$ cat config.mk
export PLATFORM = sky130hd
export DESIGN_NAME = fetch_decode_ctrl
export DESIGN_NICKNAME = d
export VERILOG_FILES = /design/src/rtl/cpu_ctrl_pkg.sv /design/src/rtl/op_classify.sv /design/src/rtl/fetch_decode_ctrl.sv
export SDC_FILE = /design/constraint.sdc
export NUM_CORES = 1
export LEC_CHECK = 0
export CAP_MARGIN = 20
export CORE_UTILIZATION = 44
export DETAILED_ROUTE_END_ITERATION = 10
export PLACE_DENSITY = 0.71
export SLEW_MARGIN = 20
export SYNTH_ARGS = -nofsm -noshare
export SYNTH_HDL_FRONTEND = slang
export SYNTH_HIERARCHICAL = 1
export SYNTH_SLANG_ARGS = --single-unit
$ cat constraint.sdc
create_clock -name clk -period 3 [get_ports clk]
set_input_delay 0.45 -clock clk [delete_from_list [all_inputs] [get_ports clk]]
set_output_delay 0.45 -clock clk [all_outputs]
set_load 0.02 [all_outputs]
$ cat src/rtl/cpu_ctrl_pkg.sv
// Shared definitions for the multi-cycle fetch/decode controller: opcode values,
// state encoding and instruction classes.
package cpu_ctrl_pkg;

    localparam logic [5:0] OP_RTYPE = 6'h00;
    localparam logic [5:0] OP_ADDI  = 6'h08;
    localparam logic [5:0] OP_LW    = 6'h23;
    localparam logic [5:0] OP_SW    = 6'h2B;
    localparam logic [5:0] OP_BEQ   = 6'h04;
    localparam logic [5:0] OP_J     = 6'h02;

    // Encoding is visible on state_dbg, so it is fixed explicitly.
    typedef enum logic [2:0] {
        ST_FETCH  = 3'd0,
        ST_DECODE = 3'd1,
        ST_EXEC   = 3'd2,
        ST_MEM    = 3'd3,
        ST_WB     = 3'd4,
        ST_TRAP   = 3'd5
    } state_t;

    typedef enum logic [2:0] {
        CLS_RTYPE   = 3'd0,
        CLS_ADDI    = 3'd1,
        CLS_LW      = 3'd2,
        CLS_SW      = 3'd3,
        CLS_BEQ     = 3'd4,
        CLS_J       = 3'd5,
        CLS_ILLEGAL = 3'd6
    } iclass_t;

endpackage

$ cat src/rtl/op_classify.sv
// Combinational opcode-to-instruction-class decoder.
module op_classify
    import cpu_ctrl_pkg::*;
#(
    parameter int OPCODE_W = 6
) (
    input  logic [OPCODE_W-1:0] opcode,
    output iclass_t             iclass
);

    always_comb begin
        iclass = CLS_ILLEGAL;
        if (opcode == OPCODE_W'(OP_RTYPE))     iclass = CLS_RTYPE;
        else if (opcode == OPCODE_W'(OP_ADDI)) iclass = CLS_ADDI;
        else if (opcode == OPCODE_W'(OP_LW))   iclass = CLS_LW;
        else if (opcode == OPCODE_W'(OP_SW))   iclass = CLS_SW;
        else if (opcode == OPCODE_W'(OP_BEQ))  iclass = CLS_BEQ;
        else if (opcode == OPCODE_W'(OP_J))    iclass = CLS_J;
    end

endmodule

$ cat src/rtl/fetch_decode_ctrl.sv
// Multi-cycle fetch/decode/execute controller with retired-instruction counter.
// Build option ILLEGAL_OP_TRAP_EN: illegal opcodes lock into TRAP instead of running as NOP.
module fetch_decode_ctrl
    import cpu_ctrl_pkg::*;
#(
    parameter int OPCODE_W = 6,
    parameter int CNT_W    = 32
) (
    input  logic                clk,
    input  logic                rst_n,
    input  logic [OPCODE_W-1:0] opcode,
    input  logic                imem_ack,
    input  logic                dmem_ack,
    input  logic                alu_zero,
    output logic                imem_req,
    output logic                ir_load,
    output logic                pc_inc,
    output logic                pc_load,
    output logic                dmem_req,
    output logic                dmem_we,
    output logic                reg_we,
    output logic                trap,
    output logic [2:0]          state_dbg,
    output logic [CNT_W-1:0]    instr_retired
);

    state_t           state_reg;
    iclass_t          iclass_reg;
    iclass_t          dec_class;
    logic [CNT_W-1:0] cnt_reg;

    op_classify #(.OPCODE_W(OPCODE_W)) u_classify (
        .opcode (opcode),
        .iclass (dec_class)
    );

    // The class is captured in DECODE so later states never depend on the IR staying put.
    always_ff @(posedge clk) begin
        if (!rst_n) begin
            state_reg  <= ST_FETCH;
            iclass_reg <= CLS_RTYPE;
            cnt_reg    <= '0;
        end else begin
            case (state_reg)
                ST_FETCH: begin
                    if (imem_ack) state_reg <= ST_DECODE;
                end
                ST_DECODE: begin
                    iclass_reg <= dec_class;
`ifdef ILLEGAL_OP_TRAP_EN
                    if (dec_class == CLS_ILLEGAL) state_reg <= ST_TRAP;
                    else                          state_reg <= ST_EXEC;
`else
                    state_reg <= ST_EXEC;
`endif
                end
                ST_EXEC: begin
                    case (iclass_reg)
                        CLS_LW, CLS_SW:      state_reg <= ST_MEM;
                        CLS_RTYPE, CLS_ADDI: state_reg <= ST_WB;
                        default: begin
                            state_reg <= ST_FETCH;
                            cnt_reg   <= cnt_reg + CNT_W'(1);
                        end
                    endcase
                end
                ST_MEM: begin
                    if (dmem_ack) begin
                        if (iclass_reg == CLS_LW) begin
                            state_reg <= ST_WB;
                        end else begin
                            state_reg <= ST_FETCH;
                            cnt_reg   <= cnt_reg + CNT_W'(1);
                        end
                    end
                end
                ST_WB: begin
                    state_reg <= ST_FETCH;
                    cnt_reg   <= cnt_reg + CNT_W'(1);
                end
`ifdef ILLEGAL_OP_TRAP_EN
                ST_TRAP: state_reg <= ST_TRAP;
`endif
                default: state_reg <= ST_FETCH;
            endcase
        end
    end

    // Handshake strobes follow the acks in the same cycle, so outputs are decoded
    // from state plus inputs and forced low while reset is held.
    always_comb begin
        imem_req = 1'b0;
        ir_load  = 1'b0;
        pc_inc   = 1'b0;
        pc_load  = 1'b0;
        dmem_req = 1'b0;
        dmem_we  = 1'b0;
        reg_we   = 1'b0;
        if (rst_n) begin
            case (state_reg)
                ST_FETCH: begin
                    imem_req = 1'b1;
                    ir_load  = imem_ack;
                    pc_inc   = imem_ack;
                end
                ST_EXEC: begin
                    pc_load = (iclass_reg == CLS_J) ||
                              ((iclass_reg == CLS_BEQ) && alu_zero);
                end
                ST_MEM: begin
                    dmem_req = 1'b1;
                    dmem_we  = (iclass_reg == CLS_SW);
                end
                ST_WB: begin
                    reg_we = 1'b1;
                end
                default: ;
            endcase
        end
    end

`ifdef ILLEGAL_OP_TRAP_EN
    assign trap = rst_n && (state_reg == ST_TRAP);
`else
    assign trap = 1'b0;
`endif

    assign state_dbg     = state_reg;
    assign instr_retired = cnt_reg;

endmodule

* After elaboration in Yosys (flattened, before gate mapping) *
Index checks and enable logic that the tools add are counted.

storage, ports and cells
  register bits after elaboration = 38
  input bits = 11
  output and inout bits = 43
  word-level logic and storage cells = 60

cells by class
  add/subtract/negate cells = 1
  eq/ne operators = 18
  multiplexer cells = 27
  reductions and logical operators = 11

operator list
  operator                                                               number
  32-bit 2-to-1 mux                                                      3
  32-bit case mux with 3 select lines                                    1
  32-bit by 1-bit adder with 32-bit output, second input constant        1
  3-bit 2-to-1 mux                                                       8
  3-bit by 2-bit equality test with 1-bit output, second input constant  4
  6-bit equality test, second input constant                             2
  1-bit 2-to-1 mux                                                       12
  3-bit case mux with 4 select lines                                     1
  3-bit equality test, second input constant                             3
  2-bit != test, second input constant                                   4
  3-bit by 1-bit equality test with 1-bit output, second input constant  2
  6-bit by 2-bit equality test with 1-bit output, second input constant  1
  6-bit by 3-bit equality test with 1-bit output, second input constant  1
  6-bit by 4-bit equality test with 1-bit output, second input constant  1
  3-bit logical NOT                                                      2
  6-bit logical NOT                                                      1
  3-bit case mux with 2 select lines                                     1
  4-bit AND reduction                                                    1
  2-bit OR reduction                                                     2
  4-bit OR reduction                                                     1
  3-bit nonzero test                                                     1
  2-bit 2-to-1 mux                                                       1
  2-bit AND reduction                                                    1
  1-bit logical AND                                                      1
  1-bit logical OR                                                       1

* Longest topological paths before layout *
Gate-level depths: netlist (run 1).

  depth after elaboration = 7
  mapped depth = 7
  gate-level depth less buffers = 6

* Hierarchy *
Netlist (run 1), hierarchy kept.

by module, submodules not included
  module             instances  cells each  area each (µm²)  sequential area each (µm²)
  fetch_decode_ctrl  1          230         2020.7           760.7
  op_classify        1          10          76.3             0.0

* Least setup slack after synthesis (run 1) *
OpenSTA, ideal clock, no wires.

  path kind = register to register
  from = register cnt_reg[0] (netlist: instr_retired[0])
  to = register cnt_reg[24] (netlist: instr_retired[24])
  library setup time = 135 ps
  arrival time = 1743 ps
  data required time = 2865 ps
  setup slack = 1122 ps
  cell stages (with the launch flop) = 8
  buffers on the path = 1
  period minus slack after synthesis = 1878 ps
  cell sequence = dfxtp_1 ha_1 nand4_1 nor4_4 nand3_2 buf_2 o311ai_0 o41ai_1

between the ends
  cells in the longest elaborated chain, start to end = 4
  elaborated cells on any way between the ends = 5
  those cells by class = add/sub (1); mux (4)

RTL lines
  element                                       RTL line                                                                   text
  from (decl)                                   fetch_decode_ctrl.sv:30                                                    logic [CNT_W-1:0] cnt_reg;
  from (signal assigned)                        fetch_decode_ctrl.sv:63                                                    cnt_reg <= cnt_reg + CNT_W'(1);
  from (signal assigned)                        fetch_decode_ctrl.sv:73                                                    cnt_reg <= cnt_reg + CNT_W'(1);
  from (signal assigned)                        fetch_decode_ctrl.sv:79                                                    cnt_reg <= cnt_reg + CNT_W'(1);
  32-bit by 1-bit adder with 32-bit output (*)  fetch_decode_ctrl.sv:63, fetch_decode_ctrl.sv:73, fetch_decode_ctrl.sv:79
  32-bit 2-to-1 mux                             fetch_decode_ctrl.sv:69                                                    if (iclass_reg == CLS_LW) begin
  32-bit 2-to-1 mux                             fetch_decode_ctrl.sv:68                                                    if (dmem_ack) begin
  32-bit case mux with 3 select lines (*)       fetch_decode_ctrl.sv:44                                                    case (state_reg)

Mark *: on every way between the ends. The rest lies on a longest branch, timed or not. The select of a mux whose other input is x is not followed.
A chain may end at the register's enable or synchronous reset.

* Worst setup path in the final report (run 1) *
  from = register state_reg[1] (netlist: state_dbg[1])
  to = output dmem_we

between the ends
  cells in the longest elaborated chain, start to end = 3

RTL lines
  element                                         RTL line                  text
  from (decl)                                     fetch_decode_ctrl.sv:27   state_t state_reg;
  from (signal assigned)                          fetch_decode_ctrl.sv:40   state_reg <= ST_FETCH;
  from (signal assigned)                          fetch_decode_ctrl.sv:46   if (imem_ack) state_reg <= ST_DECODE;
  from (signal assigned)                          fetch_decode_ctrl.sv:54   state_reg <= ST_EXEC;
  3-bit by 2-bit equality test with 1-bit output  fetch_decode_ctrl.sv:100  case (state_reg)
  1-bit 2-to-1 mux                                fetch_decode_ctrl.sv:100
  1-bit 2-to-1 mux                                fetch_decode_ctrl.sv:99   if (rst_n) begin
  to (decl)                                       fetch_decode_ctrl.sv:20   output logic dmem_we,

No other way between the ends.

==> impl_metrics.prom, run 1 <==
# TYPE chip_impl_metric gauge
chip_impl_metric{name="synth_nets",unit=""} 252
chip_impl_metric{name="num_vias",unit=""} 1914
chip_impl_metric{name="finalMaxSlewViolations",unit=""} 0
chip_impl_metric{name="pre_repair_dr_iteration_count",unit=""} 7
chip_impl_info{name="violations",value="DRC"} 1
chip_impl_metric{name="vias_in_the_first_global_route",unit=""} 1616
chip_impl_metric{name="worst-path-buf-inv",unit=""} 1
chip_impl_metric{name="totalNegativeSetupSlack",unit="ns"} 0
chip_impl_metric{name="post_synth.cell_area_avg",unit="sq um"} 8.74
chip_impl_metric{name="timing.hold.worst_path_depth",unit=""} 2
chip_impl_metric{name="rrSetupSlack",unit="ns"} 0.77
chip_impl_metric{name="diodes",unit=""} 0
chip_impl_metric{name="start_util",unit="%"} 46.9
chip_impl_metric{name="grt_pass1_wl",unit="um"} 7590
chip_impl_info{name="cpMaxStageDelayCell",value="sky130_fd_sc_hd__clkdlybuf4s50_1"} 1
chip_impl_metric{name="worst_ir_drop_vdd",unit="mV"} 0.269
chip_impl_metric{name="netlist.area_leader.share",unit="%"} 36.3
chip_impl_metric{name="leakagePower",unit="nW"} 0.877
chip_impl_metric{name="h_tree_levels",unit=""} 2
chip_impl_metric{name="period_minus_slack",unit="ns"} 2.67
chip_impl_metric{name="path_clk_slew",unit="ns"} 0.07
chip_impl_metric{name="detailedRoute.firstIterationViolations",unit=""} 77
chip_impl_info{name="worst_setup_path_class",value="reg2out"} 1
chip_impl_metric{name="route.detailed.vias_per_inst",unit=""} 5.60
chip_impl_metric{name="gr-total-overflow",unit=""} 0
chip_impl_metric{name="critical_path_arrival",unit="ns"} 2.22
chip_impl_metric{name="io_pins",unit=""} 54
chip_impl_metric{name="grt_usage",unit="%"} 19.0
chip_impl_metric{name="final_net_count",unit=""} 301
chip_impl_metric{name="clk-insertion-delay-late",unit="ns"} 0.29
chip_impl_metric{name="drcViolationCount",unit=""} 6
chip_impl_metric{name="cp.depth",unit=""} 4
chip_impl_metric{name="post_route_cells_drive_above_1_share",unit="%"} 7.93
chip_impl_metric{name="die_h",unit="um"} 71.0
chip_impl_info{name="critPathTopFamily",value="simple AND/OR/NAND/NOR gates"} 1
chip_impl_info{name="post_synth_main_area_contributors",value="sky130_fd_sc_hd__dfxtp_1 36%, sky130_fd_sc_hd__xnor2_1 4.6%, sky130_fd_sc_hd__a21boi_1 3.9%, sky130_fd_sc_hd__nand4_1 3.6%, sky130_fd_sc_hd__nand2_1 3.4%"} 1
chip_impl_metric{name="numPortBuffers",unit=""} 52
chip_impl_metric{name="antenna_violations_before_repair",unit=""} 0
chip_impl_metric{name="maximum_achievable_frequency",unit="GHz"} 0.374
chip_impl_info{name="worstHoldPathType",value="reg2reg"} 1
chip_impl_metric{name="fp.coreArea",unit="sq um"} 4470
chip_impl_metric{name="synthCells",unit=""} 240
chip_impl_metric{name="die_w",unit="um"} 71.0
chip_impl_metric{name="hold_viol_final",unit=""} 0
chip_impl_metric{name="final_min_period_over_clock_period",unit="%"} 89.1
chip_impl_metric{name="seq_area_frac_synth",unit="%"} 36.3
chip_impl_metric{name="largest_register_ffs",unit=""} 32
chip_impl_info{name="startpoint_type",value="flop"} 1
chip_impl_info{name="cts_tree",value="built"} 1
chip_impl_metric{name="grt_max_degree",unit=""} 37
chip_impl_metric{name="cts.hold.buffers_added",unit=""} 0
chip_impl_metric{name="required",unit="ns"} 2.55
chip_impl_metric{name="yosys.cell_types.count",unit=""} 46
chip_impl_info{name="main_synth_ff_type",value="sky130_fd_sc_hd__dfxtp_1"} 1
chip_impl_info{name="synth.most_common_cell",value="sky130_fd_sc_hd__dfxtp_1"} 1
chip_impl_metric{name="number_of_buffers_added_by_the_clock_tree_synthesis_step",unit=""} 5
chip_impl_metric{name="fin_skew",unit="ns"} 0.00296
chip_impl_metric{name="ff_latch_area",unit="sq um"} 761
chip_impl_info{name="area_leader_netlist",value="sky130_fd_sc_hd__dfxtp_1"} 1
chip_impl_info{name="synth_cell_count_leaders",value="38 x sky130_fd_sc_hd__dfxtp_1, 19 x sky130_fd_sc_hd__nand2_1, 12 x sky130_fd_sc_hd__nand4_1, 12 x sky130_fd_sc_hd__o21ai_0"} 1
chip_impl_metric{name="power_density_over_the_cells",unit="nW/um^2"} 365
chip_impl_metric{name="critPathMaxStageDelay",unit="ns"} 0.60
chip_impl_metric{name="wire_per_inst",unit="um"} 13.5
chip_impl_metric{name="synthArstFlopShare",unit="%"} 0
chip_impl_metric{name="syn2layout_area_growth",unit="%"} 30.0
chip_impl_metric{name="multi_input_comb_area",unit="sq um"} 1250
chip_impl_info{name="outcome",value="finished with violations"} 1
chip_impl_metric{name="gp_congestion",unit=""} 0.779
chip_impl_metric{name="die_area",unit="sq um"} 5050
chip_impl_metric{name="num-fill-cells",unit=""} 411
chip_impl_metric{name="routed_wl",unit="um"} 4620
chip_impl_metric{name="mappedNetlistArea",unit="sq um"} 2100
chip_impl_metric{name="worstRegToRegCells",unit=""} 5
chip_impl_metric{name="share_of_the_core_filled_with_cells",unit="%"} 60.9
chip_impl_metric{name="cts.path.max_buffers",unit=""} 2
chip_impl_info{name="unrepaired_setup_endpoints_after_global_routing",value="no"} 1
chip_impl_metric{name="post_cts.repair.setup_buffers",unit=""} 0
chip_impl_info{name="timing.critical_path.cells",value="nand2b_1 > nor3b_1 > and4_1 > clkdlybuf4s50_1"} 1
chip_impl_metric{name="rows",unit=""} 24
chip_impl_metric{name="report.final.setup_viol",unit=""} 0
chip_impl_metric{name="synth_seq_cells",unit=""} 38
chip_impl_metric{name="edff_count_synth",unit=""} 0
chip_impl_metric{name="synth_warn",unit=""} 6
chip_impl_info{name="cp-end-kind",value="output port"} 1
chip_impl_metric{name="max_cap_violations",unit=""} 0
chip_impl_metric{name="cts_repair_resize_count",unit=""} 0
chip_impl_metric{name="dp_hpwl",unit="um"} 3260
chip_impl_info{name="root_buffer_cell",value="sky130_fd_sc_hd__clkbuf_8"} 1
chip_impl_metric{name="cts.sinks",unit=""} 38
chip_impl_metric{name="postRouteAntennaNets",unit=""} 0
chip_impl_metric{name="critical_path_peak_fanout",unit=""} 9
chip_impl_metric{name="tightestPinTransition",unit="ns"} 0.614
chip_impl_metric{name="max-slew-margin-rel",unit="%"} 59.0
[worst register-to-register path: stages (launching register included)]
cell and delay, ns:
sky130_fd_sc_hd__dfxtp_1 0.62, sky130_fd_sc_hd__a211o_1 0.48, sky130_fd_sc_hd__nand4_1 0.32, sky130_fd_sc_hd__buf_4 0.26, sky130_fd_sc_hd__or3_1 0.34, sky130_fd_sc_hd__a21boi_1 0.14
[layout by cell type (no fill, tap or decap), types with 3 or more instances in the layout]
cell type                          n
sky130_fd_sc_hd__nand3_2           4
sky130_fd_sc_hd__nor3_1            3
sky130_fd_sc_hd__a21boi_0          5
sky130_fd_sc_hd__nand4_1          12
sky130_fd_sc_hd__nand2_1          19
sky130_fd_sc_hd__o21ai_0          12
sky130_fd_sc_hd__xnor2_1          11
sky130_fd_sc_hd__and3_1            6
sky130_fd_sc_hd__a21boi_1         11
sky130_fd_sc_hd__and2_1           10
sky130_fd_sc_hd__nor4_1            3
sky130_fd_sc_hd__or4_1             5
sky130_fd_sc_hd__mux2i_1           4
sky130_fd_sc_hd__nor2b_1           4
sky130_fd_sc_hd__clkbuf_8          6
sky130_fd_sc_hd__nand2b_1         10
sky130_fd_sc_hd__inv_1             4
sky130_fd_sc_hd__o31ai_1           8
sky130_fd_sc_hd__o211ai_1          5
sky130_fd_sc_hd__nor2_1            8
sky130_fd_sc_hd__nand3_1          11
sky130_fd_sc_hd__or3_1            11
sky130_fd_sc_hd__clkdlybuf4s50_1  52
sky130_fd_sc_hd__nor4b_1           3
sky130_fd_sc_hd__dfxtp_1          38
[power by group]
part	switching [W]	internal [W]	leakage [nW]
Combinational	0.0000503	0.0000503	0.523
Sequential	0.0000137	0.000511	0.307
Clock	0.000185	0.000185	0.0472
Total	0.000249	0.000746	0.877
[worst paths after layout]
check | startpoint | to
max | state_dbg[1] | dmem_we
min reg2reg | instr_retired[31] | instr_retired[31]
min | instr_retired[31] | instr_retired[31]
max reg2reg | state_dbg[0] | instr_retired[31]
[through the flow]
stage | hold slack, ns | setup slack (ns) | cell area [sq um] | power (W) | std cells
3_5_place_dp | 0.477 | 0.354 | 2630 | 0.000636 | 334
4_1_cts | 0.488 | 0.349 | 2730 | 0.00101 | 342
5_1_grt | 0.506 | 0.169 | 2730 | 0.00104 | 342
2_1_floorplan | 0.468 | 1.12 | 2100 | 0.000599 | 240
3_3_place_gp | 0.469 | 0.404 | 2630 | 0.000636 | 334
6_report | 0.485 | 0.326 | 2730 | 0.000994 | 342
[area by class of cell]
type | instances | share of cell area [%]
multi-input combinational | 186 | 46.0
sequential | 38 | 27.9
timing repair buffer | 54 | 19.7
clock buffer | 6 | 3.03
tap | 52 | 2.39
inverter | 4 | 0.551
clock inverter | 2 | 0.459
[kinds of logic (layout without fill, tap and decap cells)]
family / Yosys count / in the layout / share of synthesized area [%]
compound gates: 50 / 50 / 17.4
xor+xnor: 11 / 11 / 4.59
fa+ha+maj: 2 / 2 / 1.13
buf+inv: 16 / 66 / 3.94
flops: 38 / 38 / 36.3
mux: 4 / 4 / 1.91
other cells: 1 / 1 / 0.179
simple gates: 118 / 118 / 34.6
[routing by layer]
layer  vias to the layer above  global-route usage (%)  wire (um)
li1                        982                       -          -
met1                       874                    26.1       2360
met2                        51                    28.6       1960
met3                         7                    5.41        235
met4                         0                    6.67         65
met5                         -                       0          0
Note: power is estimated with default switching activity, not from simulation.
==> run 2, diff against run 1 <==
Settings changed: CORE_MARGIN set to 2, CTS_CLUSTER_DIAMETER set to 40.
==> run 2 against run 1 <==
The flow now finishes without violations. Utilization is 2.4 points lower. Sequential cell count stayed put. Sequential power hardly changed. Clock skew is 0.0075 ns higher. Critical path type unchanged.
==> impl_metrics.prom, run 2 (same netlist as run 1, synthesis figures left out) <==
# TYPE chip_impl_metric gauge
chip_impl_metric{name="finalMaxSlewViolations",unit=""} 0
chip_impl_metric{name="final_min_period_over_clock_period",unit="%"} 88.9
chip_impl_metric{name="cts_repair_resize_count",unit=""} 0
chip_impl_info{name="outcome",value="finished, final reports clean"} 1
chip_impl_metric{name="diodes",unit=""} 0
chip_impl_metric{name="drcViolationCount",unit=""} 0
chip_impl_metric{name="vias_in_the_first_global_route",unit=""} 1752
chip_impl_info{name="cp-end-kind",value="output port"} 1
chip_impl_metric{name="report.final.setup_viol",unit=""} 0
chip_impl_metric{name="totalPowerFinal",unit="W"} 0.000994
chip_impl_metric{name="io_pins",unit=""} 54
chip_impl_metric{name="cts.sinks",unit=""} 38
chip_impl_metric{name="leakagePower",unit="nW"} 0.877
chip_impl_metric{name="num_vias",unit=""} 1946
chip_impl_metric{name="grt_max_degree",unit=""} 37
chip_impl_info{name="cts_tree",value="built"} 1
chip_impl_metric{name="die_w",unit="um"} 73.0
chip_impl_metric{name="share_of_the_core_filled_with_cells",unit="%"} 58.5
chip_impl_info{name="worst_setup_path_class",value="reg2out"} 1
chip_impl_metric{name="numPortBuffers",unit=""} 52
chip_impl_metric{name="worst_ir_drop_vdd",unit="mV"} 0.387
chip_impl_metric{name="fin_skew",unit="ns"} 0.0105
chip_impl_metric{name="wire_per_inst",unit="um"} 13.5
chip_impl_metric{name="hold_slack",unit="ns"} 0.498
chip_impl_metric{name="max_cap_violations",unit=""} 0
chip_impl_metric{name="routed_wl",unit="um"} 4640
chip_impl_metric{name="post_cts.repair.setup_buffers",unit=""} 0
chip_impl_metric{name="clk-insertion-delay-late",unit="ns"} 0.29
chip_impl_metric{name="path_clk_slew",unit="ns"} 0.08
chip_impl_info{name="unrepaired_setup_endpoints_after_global_routing",value="no"} 1
chip_impl_metric{name="gp_congestion",unit=""} 0.769
chip_impl_metric{name="die_h",unit="um"} 73.0
chip_impl_metric{name="maximum_achievable_frequency",unit="GHz"} 0.375
chip_impl_info{name="root_buffer_cell",value="sky130_fd_sc_hd__clkbuf_8"} 1
chip_impl_metric{name="totalNegativeSetupSlack",unit="ns"} 0
chip_impl_metric{name="hold_viol_final",unit=""} 0
chip_impl_info{name="most-common-layout-cells",value="52 x sky130_fd_sc_hd__clkdlybuf4s50_1, 38 x sky130_fd_sc_hd__dfxtp_1, 19 x sky130_fd_sc_hd__nand2_1, 12 x sky130_fd_sc_hd__nand4_1, 12 x sky130_fd_sc_hd__o21ai_0"} 1
chip_impl_metric{name="rows",unit=""} 25
chip_impl_metric{name="antenna_violations_before_repair",unit=""} 0
chip_impl_metric{name="pre_repair_dr_iteration_count",unit=""} 4
chip_impl_metric{name="fp.coreArea",unit="sq um"} 4660
chip_impl_metric{name="start_util",unit="%"} 45.0
chip_impl_info{name="worstHoldPathType",value="reg2reg"} 1
chip_impl_metric{name="largest_register_ffs",unit=""} 32
chip_impl_metric{name="met3_length",unit="um"} 199
chip_impl_metric{name="critical_path_peak_fanout",unit=""} 9
chip_impl_metric{name="cts.path.max_buffers",unit=""} 2
chip_impl_metric{name="placed_cells_incl_taps",unit=""} 336
chip_impl_metric{name="tightestPinTransition",unit="ns"} 0.557
chip_impl_info{name="layout.cells.most_common",value="sky130_fd_sc_hd__clkdlybuf4s50_1"} 1
chip_impl_metric{name="critical_path_arrival",unit="ns"} 2.22
chip_impl_metric{name="max-slew-margin-rel",unit="%"} 62.8
chip_impl_metric{name="die_area",unit="sq um"} 5330
chip_impl_metric{name="final_net_count",unit=""} 301
chip_impl_metric{name="gr-total-overflow",unit=""} 0
chip_impl_metric{name="dp_hpwl",unit="um"} 3340
chip_impl_metric{name="power_density_over_the_cells",unit="nW/um^2"} 364
chip_impl_metric{name="number_of_buffers_added_by_the_clock_tree_synthesis_step",unit=""} 5
chip_impl_metric{name="detailedRoute.firstIterationViolations",unit=""} 72
chip_impl_info{name="highest_layer_used_for_signal_routing",value="met4"} 1
chip_impl_metric{name="num-fill-cells",unit=""} 436
chip_impl_metric{name="amount_of_wire_on_met2_after_detailed_routing",unit="um"} 2130
chip_impl_metric{name="final-instance-count-excl-fill",unit=""} 344
chip_impl_metric{name="period_minus_slack",unit="ns"} 2.67
chip_impl_metric{name="required",unit="ns"} 2.55
chip_impl_metric{name="cts.hold.buffers_added",unit=""} 0
chip_impl_metric{name="syn2layout_area_growth",unit="%"} 30.1
chip_impl_metric{name="post_route_cells_drive_above_1_share",unit="%"} 7.93
chip_impl_metric{name="h_tree_levels",unit=""} 2
chip_impl_metric{name="grt_usage",unit="%"} 18.2
chip_impl_metric{name="route.detailed.vias_per_inst",unit=""} 5.66
chip_impl_metric{name="met1Wirelength",unit="um"} 2260
chip_impl_metric{name="postRouteAntennaNets",unit=""} 0
chip_impl_info{name="startpoint_type",value="flop"} 1
chip_impl_metric{name="grt_pass1_wl",unit="um"} 7830
## run 2: cell counts in the layout (fill, tap and decap cells not counted)
Identical to the previous run, type by type.
## run 2: metrics by stage
| stage | area (sq um) | setup slack (ns) |
|---|---|---|
| 3_5_place_dp | 2630 | 0.357 |
| 6_report | 2730 | 0.334 |
| 2_1_floorplan | 2100 | 1.12 |
| 4_1_cts | 2730 | 0.320 |
| 5_1_grt | 2730 | 0.210 |
| 3_3_place_gp | 2630 | 0.414 |
## run 2: layout make-up
| type | instances | area, sq um | area share, % |
|---|---|---|---|
| Clock buffer | 6 | 82.6 | 3.03 |
| Clock inverter | 2 | 12.5 | 0.459 |
| Inverter | 4 | 15.0 | 0.550 |
| Multi-Input combinational cell | 186 | 1250 | 46.0 |
| Sequential cell | 38 | 761 | 27.9 |
| Tap cell | 54 | 67.6 | 2.48 |
| Timing Repair Buffer | 54 | 536 | 19.6 |
## run 2: final timing paths
kind	startpoint	to	slack (ns)	cells after the start
max	state_dbg[1]	dmem_we	0.33	4
min	instr_retired[30]	instr_retired[30]	0.50	2
max reg2reg	state_dbg[0]	instr_retired[31]	0.81	5
min reg2reg	instr_retired[30]	instr_retired[30]	0.50	2
## run 2: metal layers
metal / global-route usage [%] / vias up
li1: - / 990
met1: 24.8 / 911
met2: 28.3 / 38
met3: 5.11 / 7
met4: 4.73 / 0
met5: 0 / -
## run 2: worst max-delay path, stage by stage, from the launching register on
cell                              delay [ns]
sky130_fd_sc_hd__dfxtp_1                0.53
sky130_fd_sc_hd__nand2b_1               0.20
sky130_fd_sc_hd__nor3b_1                0.36
sky130_fd_sc_hd__and4_1                 0.24
sky130_fd_sc_hd__clkdlybuf4s50_1        0.60
## run 2: power by group
part | switching [W] | internal [W] | leakage (nW)
combinational | 0.0000493 | 0.0000503 | 0.523
clock | 0.000186 | 0.000185 | 0.0472
sequential | 0.0000134 | 0.000511 | 0.307
total | 0.000248 | 0.000746 | 0.877
==> run 3, diff against run 2 <==
==> constraint.sdc (replaced) <==
create_clock -name clk -period 3 [get_ports clk]
set_input_delay 0.45 -clock clk [delete_from_list [all_inputs] [get_ports clk]]
set_output_delay 0.45 -clock clk [all_outputs]
set_load 0.1 [all_outputs]
==> run 3 against run 2 <==
Wire length grew 4.7%. Total power grew 23%. Fmax grew 12%. Sequential cell count is the same. Combinational power grew 62%. Sequential power is essentially flat.
==> impl_metrics.prom, run 3 (same netlist as run 1, synthesis figures left out) <==
# TYPE chip_impl_metric gauge
chip_impl_metric{name="postRouteAntennaNets",unit=""} 0
chip_impl_metric{name="period_minus_slack",unit="ns"} 2.39
chip_impl_metric{name="final_net_count",unit=""} 301
chip_impl_metric{name="drcViolationCount",unit=""} 0
chip_impl_metric{name="route.detailed.vias_per_inst",unit=""} 5.74
chip_impl_info{name="cpMaxStageDelayCell",value="sky130_fd_sc_hd__clkdlybuf4s50_1"} 1
chip_impl_metric{name="antenna_violations_before_repair",unit=""} 0
chip_impl_metric{name="grt.met3_usage",unit="%"} 4.01
chip_impl_metric{name="maximum_achievable_frequency",unit="GHz"} 0.419
chip_impl_metric{name="tightestPinTransition",unit="ns"} 0.555
chip_impl_metric{name="timing.hold.worst_path_depth",unit=""} 2
chip_impl_metric{name="post_route_cells_drive_above_1_share",unit="%"} 23.1
chip_impl_metric{name="clock_power_share",unit="%"} 43.8
chip_impl_metric{name="hold_slack",unit="ns"} 0.499
chip_impl_metric{name="critPathMaxStageDelay",unit="ns"} 0.70
chip_impl_info{name="root_buffer_cell",value="sky130_fd_sc_hd__clkbuf_8"} 1
chip_impl_info{name="critPathTopFamily",value="buffers and inverters"} 1
chip_impl_metric{name="required",unit="ns"} 2.55
chip_impl_metric{name="cts.hold.buffers_added",unit=""} 0
chip_impl_metric{name="clk-insertion-delay-late",unit="ns"} 0.29
chip_impl_metric{name="fin_skew",unit="ns"} 0.00662
chip_impl_metric{name="critical_path_arrival",unit="ns"} 1.94
chip_impl_metric{name="dp_hpwl",unit="um"} 3420
chip_impl_metric{name="power_report.internal_total",unit="W"} 0.000922
chip_impl_metric{name="pre_repair_dr_iteration_count",unit=""} 4
chip_impl_info{name="most-common-layout-cells",value="38 x sky130_fd_sc_hd__dfxtp_1, 37 x sky130_fd_sc_hd__buf_4, 19 x sky130_fd_sc_hd__nand2_1, 12 x sky130_fd_sc_hd__nand4_1, 12 x sky130_fd_sc_hd__o21ai_0"} 1
chip_impl_metric{name="max-slew-margin-rel",unit="%"} 62.9
chip_impl_info{name="worstHoldPathType",value="reg2reg"} 1
chip_impl_metric{name="net_switching_fraction_of_the_power",unit="%"} 24.5
chip_impl_metric{name="syn2layout_area_growth",unit="%"} 32.0
chip_impl_metric{name="vias_in_the_first_global_route",unit=""} 1720
chip_impl_metric{name="rows",unit=""} 25
chip_impl_metric{name="start_util",unit="%"} 45.0
chip_impl_metric{name="worst-path-buf-inv",unit=""} 2
chip_impl_metric{name="h_tree_levels",unit=""} 2
chip_impl_info{name="worst_setup_path_class",value="in2out"} 1
chip_impl_metric{name="numPortBuffers",unit=""} 52
chip_impl_metric{name="num-fill-cells",unit=""} 433
chip_impl_metric{name="routed_wl",unit="um"} 4860
chip_impl_metric{name="power_density_over_the_cells",unit="nW/um^2"} 441
chip_impl_info{name="timing.critical_path.cells",value="clkdlybuf4s50_1 > nor2b_1 > and3_1 > buf_12"} 1
chip_impl_metric{name="grt_usage",unit="%"} 19.2
chip_impl_metric{name="power.switching",unit="W"} 0.000299
chip_impl_metric{name="gp_congestion",unit=""} 0.830
chip_impl_metric{name="global_route.usage.met1",unit="%"} 26.1
chip_impl_metric{name="detailedRoute.firstIterationViolations",unit=""} 146
chip_impl_metric{name="post_cts.repair.setup_buffers",unit=""} 0
chip_impl_metric{name="gr-total-overflow",unit=""} 0
chip_impl_info{name="layout.cells.most_common",value="sky130_fd_sc_hd__dfxtp_1"} 1
chip_impl_metric{name="hold_viol_final",unit=""} 0
chip_impl_metric{name="die_w",unit="um"} 73.0
chip_impl_metric{name="totalNegativeSetupSlack",unit="ns"} 0
chip_impl_metric{name="num_vias",unit=""} 1973
chip_impl_metric{name="cts.path.max_buffers",unit=""} 2
chip_impl_metric{name="final_min_period_over_clock_period",unit="%"} 79.6
chip_impl_metric{name="leakagePower",unit="nW"} 1.01
chip_impl_info{name="unrepaired_setup_endpoints_after_global_routing",value="no"} 1
chip_impl_metric{name="die_h",unit="um"} 73.0
chip_impl_metric{name="flop_pwr_share",unit="%"} 43.0
chip_impl_metric{name="global_route.usage.met2",unit="%"} 29.4
chip_impl_metric{name="wire_per_inst",unit="um"} 14.1
chip_impl_metric{name="max_cap_violations",unit=""} 0
chip_impl_info{name="cts_tree",value="built"} 1
chip_impl_metric{name="cts_repair_resize_count",unit=""} 0
chip_impl_metric{name="largest_register_ffs",unit=""} 32
chip_impl_metric{name="finalMaxSlewViolations",unit=""} 0
chip_impl_metric{name="worstRegToRegCells",unit=""} 4
chip_impl_metric{name="critical_path_peak_fanout",unit=""} 11
chip_impl_metric{name="number_of_buffers_added_by_the_clock_tree_synthesis_step",unit=""} 5
chip_impl_info{name="outcome",value="finished, final reports clean"} 1
chip_impl_info{name="holdCritStartpoint",value="instr_retired[31]"} 1
chip_impl_info{name="grt_busiest_layer",value="met2"} 1
chip_impl_metric{name="report.final.setup_viol",unit=""} 0
chip_impl_metric{name="die_area",unit="sq um"} 5330
chip_impl_info{name="cp-end-kind",value="output port"} 1
chip_impl_info{name="cp-startpoint",value="rst_n"} 1
chip_impl_info{name="startpoint_type",value="primary input"} 1
chip_impl_metric{name="worst_ir_drop_vdd",unit="mV"} 0.458
chip_impl_metric{name="diodes",unit=""} 0
chip_impl_metric{name="io_pins",unit=""} 54
chip_impl_metric{name="path_clk_slew",unit="ns"} 0.07
chip_impl_metric{name="grt_max_degree",unit=""} 37
chip_impl_metric{name="grt_pass1_wl",unit="um"} 8090
chip_impl_metric{name="power_frac_comb",unit="%"} 13.2
chip_impl_metric{name="fp.coreArea",unit="sq um"} 4660
chip_impl_metric{name="cts.sinks",unit=""} 38
chip_impl_metric{name="cp.depth",unit=""} 4
chip_impl_info{name="r2r-start",value="state_dbg[0]"} 1
-- run 3: cell count changes in the layout (fill, tap and decap cells not counted), moves of 2 or more --
cell / delta
sky130_fd_sc_hd__buf_12: +7
sky130_fd_sc_hd__buf_4: +35
sky130_fd_sc_hd__bufinv_16: +2
sky130_fd_sc_hd__clkdlybuf4s50_1: -42
-- run 3: path summary, 6_finish.rpt --
kind / end / slack, ns
max reg2reg: instr_retired[25] / 0.73
min reg2reg: instr_retired[31] / 0.50
max: pc_inc / 0.61
min: instr_retired[31] / 0.50
-- run 3: metrics by stage --
step	instance area [sq um]	cells	worst slack, ns	power, W	utilization, %
finish	2770	344	0.611	0.00122	59.4
global route	2770	344	0.509	0.00127	59.4
CTS	2770	344	0.634	0.00124	59.4
detailed placement	2630	336	0.469	0.000697	56.3
global placement	2630	336	0.530	0.000696	56.3
floorplan	2110	240	-0.520	0.000652	-
-- run 3: power groups by stage --
| stage | clock, W | combinational, W | sequential (W) |
|---|---|---|---|
| 6_report | 0.000535 | 0.000161 | 0.000525 |
| 5_1_grt | 0.000569 | 0.000171 | 0.000527 |
| 3_5_place_dp | 0 | 0.000161 | 0.000536 |
| 3_3_place_gp | 0 | 0.000160 | 0.000536 |
| 4_1_cts | 0.000551 | 0.000162 | 0.000525 |
| 2_1_floorplan | 0 | 0.0000920 | 0.000560 |
-- run 3: metal layers --
metal | routed length [um] | part of all wire [%]
met2 | 2280 | 47
met3 | 185 | 3.8
met5 | 0 | 0
met4 | 56 | 1.2
met1 | 2340 | 48
-- run 3: area by class of cell --
cell class | count | area, sq um | share of cell area, %
well taps | 54 | 67.6 | 2.44
flip-flops and latches | 38 | 761 | 27.5
repair buffers | 54 | 518 | 18.7
inverters | 4 | 15.0 | 0.542
clock buffers | 6 | 82.6 | 2.98
clock inverters | 2 | 60.1 | 2.17
multi-input cells | 186 | 1260 | 45.7
-- run 3: worst reg2reg max path: stages (launching register included) --
cell and delay, ns:
sky130_fd_sc_hd__dfxtp_1 0.67, sky130_fd_sc_hd__a211o_1 0.48, sky130_fd_sc_hd__nand4_1 0.33, sky130_fd_sc_hd__or4_1 0.58, sky130_fd_sc_hd__a21boi_1 0.14
